[config.mk]
export PLATFORM = sky130hd
export DESIGN_NAME = thresh_cfg_loader
export DESIGN_NICKNAME = d
export VERILOG_FILES = /design/src/rtl/thresh_cfg_loader.sv
export SDC_FILE = /design/constraint.sdc
export NUM_CORES = 1
export LEC_CHECK = 0
export ABC_CLOCK_PERIOD_IN_PS = 4900
export BUFFER_PORTS_ARGS = -buffer_cell sky130_fd_sc_hd__buf_4
export CORE_MARGIN = 4
export CORE_UTILIZATION = 52
export CTS_BUF_LIST = sky130_fd_sc_hd__clkbuf_4 sky130_fd_sc_hd__clkbuf_8
export CTS_CLUSTER_DIAMETER = 40
export CTS_CLUSTER_SIZE = 25
export DETAILED_ROUTE_END_ITERATION = 8
export PLACE_DENSITY = 0.83
export SYNTH_ARGS = -nofsm -noshare
export SYNTH_HDL_FRONTEND = slang
export SYNTH_SLANG_ARGS = --single-unit
[constraint.sdc]
create_clock -name clk -period 4.9 [get_ports clk]
set_clock_uncertainty 0.15 [all_clocks]
set_input_delay 0.245 -clock clk [delete_from_list [all_inputs] [get_ports clk]]
set_output_delay 0.245 -clock clk [all_outputs]
set_load 0.03 [all_outputs]
[src/rtl/thresh_cfg_loader.sv]
// Threshold configuration loader: parses framed command packets from the UART RX
// byte stream into shadow registers and commits them to the active threshold
// outputs atomically on the next start-of-frame.
module thresh_cfg_loader #(
  parameter int unsigned TIMEOUT_CYCLES = 500000,
  parameter logic [7:0]  DEFAULT_SAT    = 8'd100,
  parameter logic [7:0]  DEFAULT_VAL    = 8'd100
) (
  input  logic         clk,
  input  logic         reset,
  input  logic         in_valid,
  input  logic [7:0]   in_data,
  input  logic         sof,
  output logic [143:0] threshue,
  output logic [7:0]   threshsat,
  output logic [7:0]   threshval,
  output logic [3:0]   thresholdsig,
  output logic         mode_1_new_signal,
  output logic         commit_pending,
  output logic         pkt_ok,
  output logic         pkt_err,
  output logic         committed
);

  localparam logic [7:0]  SyncByte = 8'hA5;
  localparam logic [7:0]  CmdHue   = 8'h01;
  localparam logic [7:0]  CmdSv    = 8'h02;
  localparam logic [7:0]  CmdSig   = 8'h03;
  localparam logic [7:0]  CmdCommit = 8'h10;
  localparam int unsigned TimerW   = $clog2(TIMEOUT_CYCLES + 1);

  typedef enum logic [1:0] {StIdle, StCmd, StPayload, StCsum} state_e;

  state_e              state_q, state_d;
  logic [4:0]          cnt_q, cnt_d;
  logic [4:0]          len_q, len_d;
  logic [7:0]          cmd_q, cmd_d;
  logic [7:0]          csum_q, csum_d;
  logic [143:0]        stage_q, stage_d;
  logic [TimerW-1:0]   timer_q, timer_d;

  logic [143:0]        sh_hue_q, sh_hue_d;
  logic [7:0]          sh_sat_q, sh_sat_d;
  logic [7:0]          sh_val_q, sh_val_d;
  logic [3:0]          sh_sig_q, sh_sig_d;
  logic                sh_mode_q, sh_mode_d;

  logic [143:0]        act_hue_q, act_hue_d;
  logic [7:0]          act_sat_q, act_sat_d;
  logic [7:0]          act_val_q, act_val_d;
  logic [3:0]          act_sig_q, act_sig_d;
  logic                act_mode_q, act_mode_d;

  logic                pending_q, pending_d;
  logic                pkt_ok_q, pkt_ok_d;
  logic                pkt_err_q, pkt_err_d;
  logic                committed_q, committed_d;

  logic                timeout;
  logic                commit_acc;

  // Timeout detect: TIMEOUT_CYCLES consecutive byte-less cycles while inside a packet.
  always_comb begin
    timeout = (state_q != StIdle) && !in_valid &&
              (timer_q == TimerW'(TIMEOUT_CYCLES - 1));
  end

  // Packet parser, shadow update and frame-synchronous commit.
  always_comb begin
    state_d     = state_q;
    cnt_d       = cnt_q;
    len_d       = len_q;
    cmd_d       = cmd_q;
    csum_d      = csum_q;
    stage_d     = stage_q;
    sh_hue_d    = sh_hue_q;
    sh_sat_d    = sh_sat_q;
    sh_val_d    = sh_val_q;
    sh_sig_d    = sh_sig_q;
    sh_mode_d   = sh_mode_q;
    act_hue_d   = act_hue_q;
    act_sat_d   = act_sat_q;
    act_val_d   = act_val_q;
    act_sig_d   = act_sig_q;
    act_mode_d  = act_mode_q;
    pending_d   = pending_q;
    pkt_ok_d    = 1'b0;
    pkt_err_d   = 1'b0;
    committed_d = 1'b0;
    commit_acc  = 1'b0;

    if (in_valid || (state_q == StIdle)) begin
      timer_d = '0;
    end else begin
      timer_d = timer_q + 1'b1;
    end

    if (timeout) begin
      state_d   = StIdle;
      pkt_err_d = 1'b1;
      stage_d   = '0;
      timer_d   = '0;
    end else if (in_valid) begin
      unique case (state_q)
        StIdle: begin
          if (in_data == SyncByte) state_d = StCmd;
        end
        StCmd: begin
          cmd_d   = in_data;
          csum_d  = in_data;
          cnt_d   = '0;
          stage_d = '0;
          state_d = StPayload;
          case (in_data)
            CmdHue:    len_d = 5'd18;
            CmdSv:     len_d = 5'd2;
            CmdSig:    len_d = 5'd1;
            CmdCommit: begin
              len_d   = 5'd0;
              state_d = StCsum;
            end
            default: begin
              len_d     = 5'd0;
              state_d   = StIdle;
              pkt_err_d = 1'b1;
            end
          endcase
        end
        StPayload: begin
          stage_d[{cnt_q, 3'b000} +: 8] = in_data;
          csum_d = csum_q ^ in_data;
          cnt_d  = cnt_q + 5'd1;
          if (cnt_q == len_q - 5'd1) state_d = StCsum;
        end
        StCsum: begin
          state_d = StIdle;
          if (in_data == csum_q) begin
            pkt_ok_d = 1'b1;
            case (cmd_q)
              CmdHue: sh_hue_d = stage_q;
              CmdSv: begin
                sh_sat_d = stage_q[7:0];
                sh_val_d = stage_q[15:8];
              end
              CmdSig: begin
                sh_sig_d  = stage_q[3:0];
                sh_mode_d = stage_q[4];
              end
              default: commit_acc = 1'b1;
            endcase
          end else begin
            pkt_err_d = 1'b1;
          end
        end
        default: state_d = StIdle;
      endcase
    end

    // Commit uses the newest shadow, including a write landing on this same edge.
    if (sof && pending_q) begin
      act_hue_d   = sh_hue_d;
      act_sat_d   = sh_sat_d;
      act_val_d   = sh_val_d;
      act_sig_d   = sh_sig_d;
      act_mode_d  = sh_mode_d;
      pending_d   = 1'b0;
      committed_d = 1'b1;
    end
    // A COMMIT accepted alongside sof only arms the next frame.
    if (commit_acc) pending_d = 1'b1;
  end

  // State registers with synchronous reset.
  always_ff @(posedge clk) begin
    if (reset) begin
      state_q     <= StIdle;
      cnt_q       <= '0;
      len_q       <= '0;
      cmd_q       <= '0;
      csum_q      <= '0;
      stage_q     <= '0;
      timer_q     <= '0;
      sh_hue_q    <= '0;
      sh_sat_q    <= DEFAULT_SAT;
      sh_val_q    <= DEFAULT_VAL;
      sh_sig_q    <= '0;
      sh_mode_q   <= 1'b0;
      act_hue_q   <= '0;
      act_sat_q   <= DEFAULT_SAT;
      act_val_q   <= DEFAULT_VAL;
      act_sig_q   <= '0;
      act_mode_q  <= 1'b0;
      pending_q   <= 1'b0;
      pkt_ok_q    <= 1'b0;
      pkt_err_q   <= 1'b0;
      committed_q <= 1'b0;
    end else begin
      state_q     <= state_d;
      cnt_q       <= cnt_d;
      len_q       <= len_d;
      cmd_q       <= cmd_d;
      csum_q      <= csum_d;
      stage_q     <= stage_d;
      timer_q     <= timer_d;
      sh_hue_q    <= sh_hue_d;
      sh_sat_q    <= sh_sat_d;
      sh_val_q    <= sh_val_d;
      sh_sig_q    <= sh_sig_d;
      sh_mode_q   <= sh_mode_d;
      act_hue_q   <= act_hue_d;
      act_sat_q   <= act_sat_d;
      act_val_q   <= act_val_d;
      act_sig_q   <= act_sig_d;
      act_mode_q  <= act_mode_d;
      pending_q   <= pending_d;
      pkt_ok_q    <= pkt_ok_d;
      pkt_err_q   <= pkt_err_d;
      committed_q <= committed_d;
    end
  end

  assign threshue          = act_hue_q;
  assign threshsat         = act_sat_q;
  assign threshval         = act_val_q;
  assign thresholdsig      = act_sig_q;
  assign mode_1_new_signal = act_mode_q;
  assign commit_pending    = pending_q;
  assign pkt_ok            = pkt_ok_q;
  assign pkt_err           = pkt_err_q;
  assign committed         = committed_q;

endmodule

==> results.md <==
### Floorplan
* **Vert. Die Dim** 200 um
* **Chip Width** 200 um
* **die area** 40,000 um2
* **Cell Rows** 70
* **top-level I/O count** 181
* **initial core utilization** 52.6%
* **Placeable Area** 36,400 um2

### Min path
* **Worst Min Path Start** sof
* **Min-Delay Path Depth** 4
* **kind of path behind the tightest hold check** input pin to flop
* **hold endpoint** commit_pending

### Synth
* **largest cells by area after synthesis** dfxtp_1 55%, mux2i_1 9.2%, a21oi_1 6.2%
* **Cell Area, Synth** 19,100 um2
* **area fraction of the dominant cell type after synthesis** 54.7%
* **total of flip-flops plus latches after synthesis** 523
* **cell taking the most area after synthesis** dfxtp_1
* **share of flip-flops with an asynchronous set or reset after synthesis** 0%
* **number of synthesis warnings** 0
* **most common flop cell mapped by yosys** dfxtp_1
* **number of enable flip-flop cells after synthesis** 0
* **post-synthesis cell count** 1,995
* **post-synthesis sequential area ratio** 54.7%
* **count of cell types in the netlist** 56
* **Mapped Avg Cell Area** 9.60 um2
* **post-synthesis net count** 2,018

### Clock tree
* **level count of the clock H-tree** 2
* **clock sinks** 523
* **CTS clock-pin slew for the worst setup and hold paths** 90 ps
* **buffers inserted during post-CTS setup optimization** 0
* **clock tree from TritonCTS** yes
* **number of buffers created by CTS** 56
* **buffer depth of the longest clock path** 3
* **source-to-sink clock delay at the later pin of the worst-skew pair** 670 ps
* **master cell of the clock root buffer** clkbuf_8

### Power
* **leakage dissipation** 9.41 nW
* **overall power of the completed layout** 7.49 mW
* **Power Dens Cells** 342 nW/um2
* **Worst IR Drop VDD** 282 uV

### Timing
* **post-route setup TNS** 0 ps
* **min cycle time layout** 3250 ps
* **part of the cycle the worst path needs** 66.4%
* **Final setup violation count** 0
* **final number of hold-violating endpoints** 0
* **Relative slew margins** 31.2%
* **setup repair after global routing missed its margin** no
* **minimum setup slack in the final design** 1650 ps
* **Slew Viols, Final** 0
* **Slew @ Worst Pin** 1030 ps
* **f_max** 0.307 GHz

### GRT
* **global-route wire length before repair** 78,400 um
* **grt total ovfl** 0
* **pin count of the biggest net entering global routing** 127
* **GRT Resource Usage Total** 24.2%
* **number of global-route vias before repair** 14,600
* **antenna violations before repair** 0

### Routing
* **number of nets with antenna violations after detailed routing** 0
* **average vias per placed instance** 5.84
* **number of design-rule violations left by the first detailed-router iteration** 1,420
* **Routed Wire Length** 49,500 um
* **Pre-antenna DRT Iters** 5
* **total via count after detailed routing** 15,200
* **post-DR wirelength/cell** 19.0 um
* **number of remaining DRC errors** 0

### Finish
* **final cell count without fillers** 2,602
* **antenna cells** 0
* **most common cell after layout, fill and taps aside** dfxtp_1
* **Synth-to-Final Area Change** 14.4%
* **layout cells sized above 1** 16.2%
* **top library cells by usage in the layout, fill and taps aside** 523 x dfxtp_1, 239 x a21oi_1, 224 x nor2_1, 192 x buf_4, 176 x mux2i_1
* **Final Cell Area** 21,900 um2
* **Final #Nets** 2,111

### Critical path
* **critical-path cell list** inv_1, ha_1, and2_1, nand2_1, buf_4, or3_1, or2_2, a21oi_1
* **Reg2Reg Launch Point** state_q[0]
* **setup slack on the worst flop-to-flop path** 1650 ps
* **end of the worst register-to-register path** stage_q[12]
* **arrival time of data at the critical path endpoint** 3680 ps
* **Crit path largest cell delay** 620 ps
* **data required time of the critical path** 5320 ps
* **worst reg2reg path depth** 8
* **startpoint-to-endpoint class of the critical path** flop to flop
* **highest fanout seen on the critical path** 25
* **crit path launch type** flop
* **Max stage delay cell, worst path** and2_1
* **nature of the critical path endpoint** flop

### Place
* **pre-CTS WS** 1740 ps
* **number of instances in the placed design** 2,487
* **number of buffers inserted by port buffering** 180
* **area after detailed placement** 20,500 um2
* **final weighted congestion in routability-driven placement** 0.911
* **detailed-placement wirelength estimate** 31,800 um

### Flow run
* **max cap viols** 0

### Status
* **outcome** finished clean

## where the power goes
group	switching [mW]	leakage (nW)	internal, mW
clock	1.69	0.629	1.42
combinational	0.111	4.57	0.0242
sequential	0.000181	4.21	4.25
total	1.80	9.41	5.69
## synthesized netlist by cell type (all sizes together), types with 3 or more instances
| library cell | n |
|---|---|
| nor3b | 5 |
| o21ai | 172 |
| inv | 9 |
| o211ai | 24 |
| nor3 | 19 |
| ha | 11 |
| and3 | 15 |
| nand2b | 5 |
| clkbuf | 142 |
| o31ai | 17 |
| and2 | 5 |
| xor2 | 26 |
| buf | 29 |
| a22o | 48 |
| and4 | 4 |
| dfxtp | 523 |
| nand3 | 66 |
| nor4 | 11 |
| a21oi | 239 |
| nor2 | 224 |
| o2111ai | 16 |
| a22oi | 25 |
| nand4 | 10 |
| a211oi | 7 |
| xnor2 | 11 |
| or4 | 3 |
| a31oi | 7 |
| or2 | 34 |
| mux2i | 176 |
| nand2 | 69 |
| or3 | 19 |
| nor4b | 3 |
## logic make-up after synthesis
group,share of synthesized area (%)
AO/OA/AOI/OAI,17.3
flip-flops,54.7
AND/OR/NAND/NOR,12.4
buffers and inverters,3.93
multiplexers,9.20
XOR/XNOR,1.73
adder cells (fa/ha/maj),0.719
## registers in the layout, indices dropped and copies added, names as in the netlist, named ones only
register	flops
cmd_q	8
pkt_err	1
pkt_ok	1
timer_q	19
commit_pending	1
committed	1
stage_q	144
len_q	3
threshval	8
state_q	1
sh_hue_q	144
threshsat	8
sh_sat_q	8
mode_1_new_signal	1
sh_val_q	8
sh_sig_q	4
thresholdsig	4
sh_mode_q	1
cnt_q	5
csum_q	8
threshue	144
## metrics by stage
stage	util [%]	hold slack [ps]
after floorplan	-	272
after global placement	56.3	287
after detailed placement	56.3	306
after CTS	60.1	224
after global routing	60.1	277
final	60.1	270
## worst max-delay path, delay by kind of cell (launching register included)
kind                       cells  cell delay, ps
AOI/OAI and AO/OA              1             150
DFF                            1             430
buffers and inverters          2             350
adders and majority gates      1             390
and+or+nand+nor                4            1690
## metal layers
| metal | GRT usage [%] | vias to the layer above | routed length (um) |
|---|---|---|---|
| met3 | 4.20 | 111 | 3490 |
| met2 | 39.1 | 555 | 23100 |
| met5 | 0 | - | 0 |
| met1 | 33.0 | 7285 | 21500 |
| met4 | 8.55 | 0 | 1510 |
| li1 | - | 7236 | - |
## worst max-delay path by stage
stage / from / end
4_1_cts: state_q[0] / stage_q[12]
3_3_place_gp: reset / stage_q[52]
6_report: state_q[0] / stage_q[12]
5_1_grt: state_q[0] / stage_q[12]
3_5_place_dp: state_q[0] / stage_q[11]
2_1_floorplan: cnt_q[0] / stage_q[78]
## what timing repair did
item                                   4_1_cts  5_1_grt
gates resized for setup                      0        0
endpoints found under the hold margin      184        0
hold buffers                                11        0
## layout make-up
class	instances	area, um2
Timing Repair Buffer	206	1600
Inverter	9	36.3
Tap cell	468	586
Multi-Input combinational cell	1292	7940
Clock buffer	64	856
Sequential cell	523	10500
Clock inverter	40	418
Fill cell	3029	14500
Power figures use the tool's default switching activity.
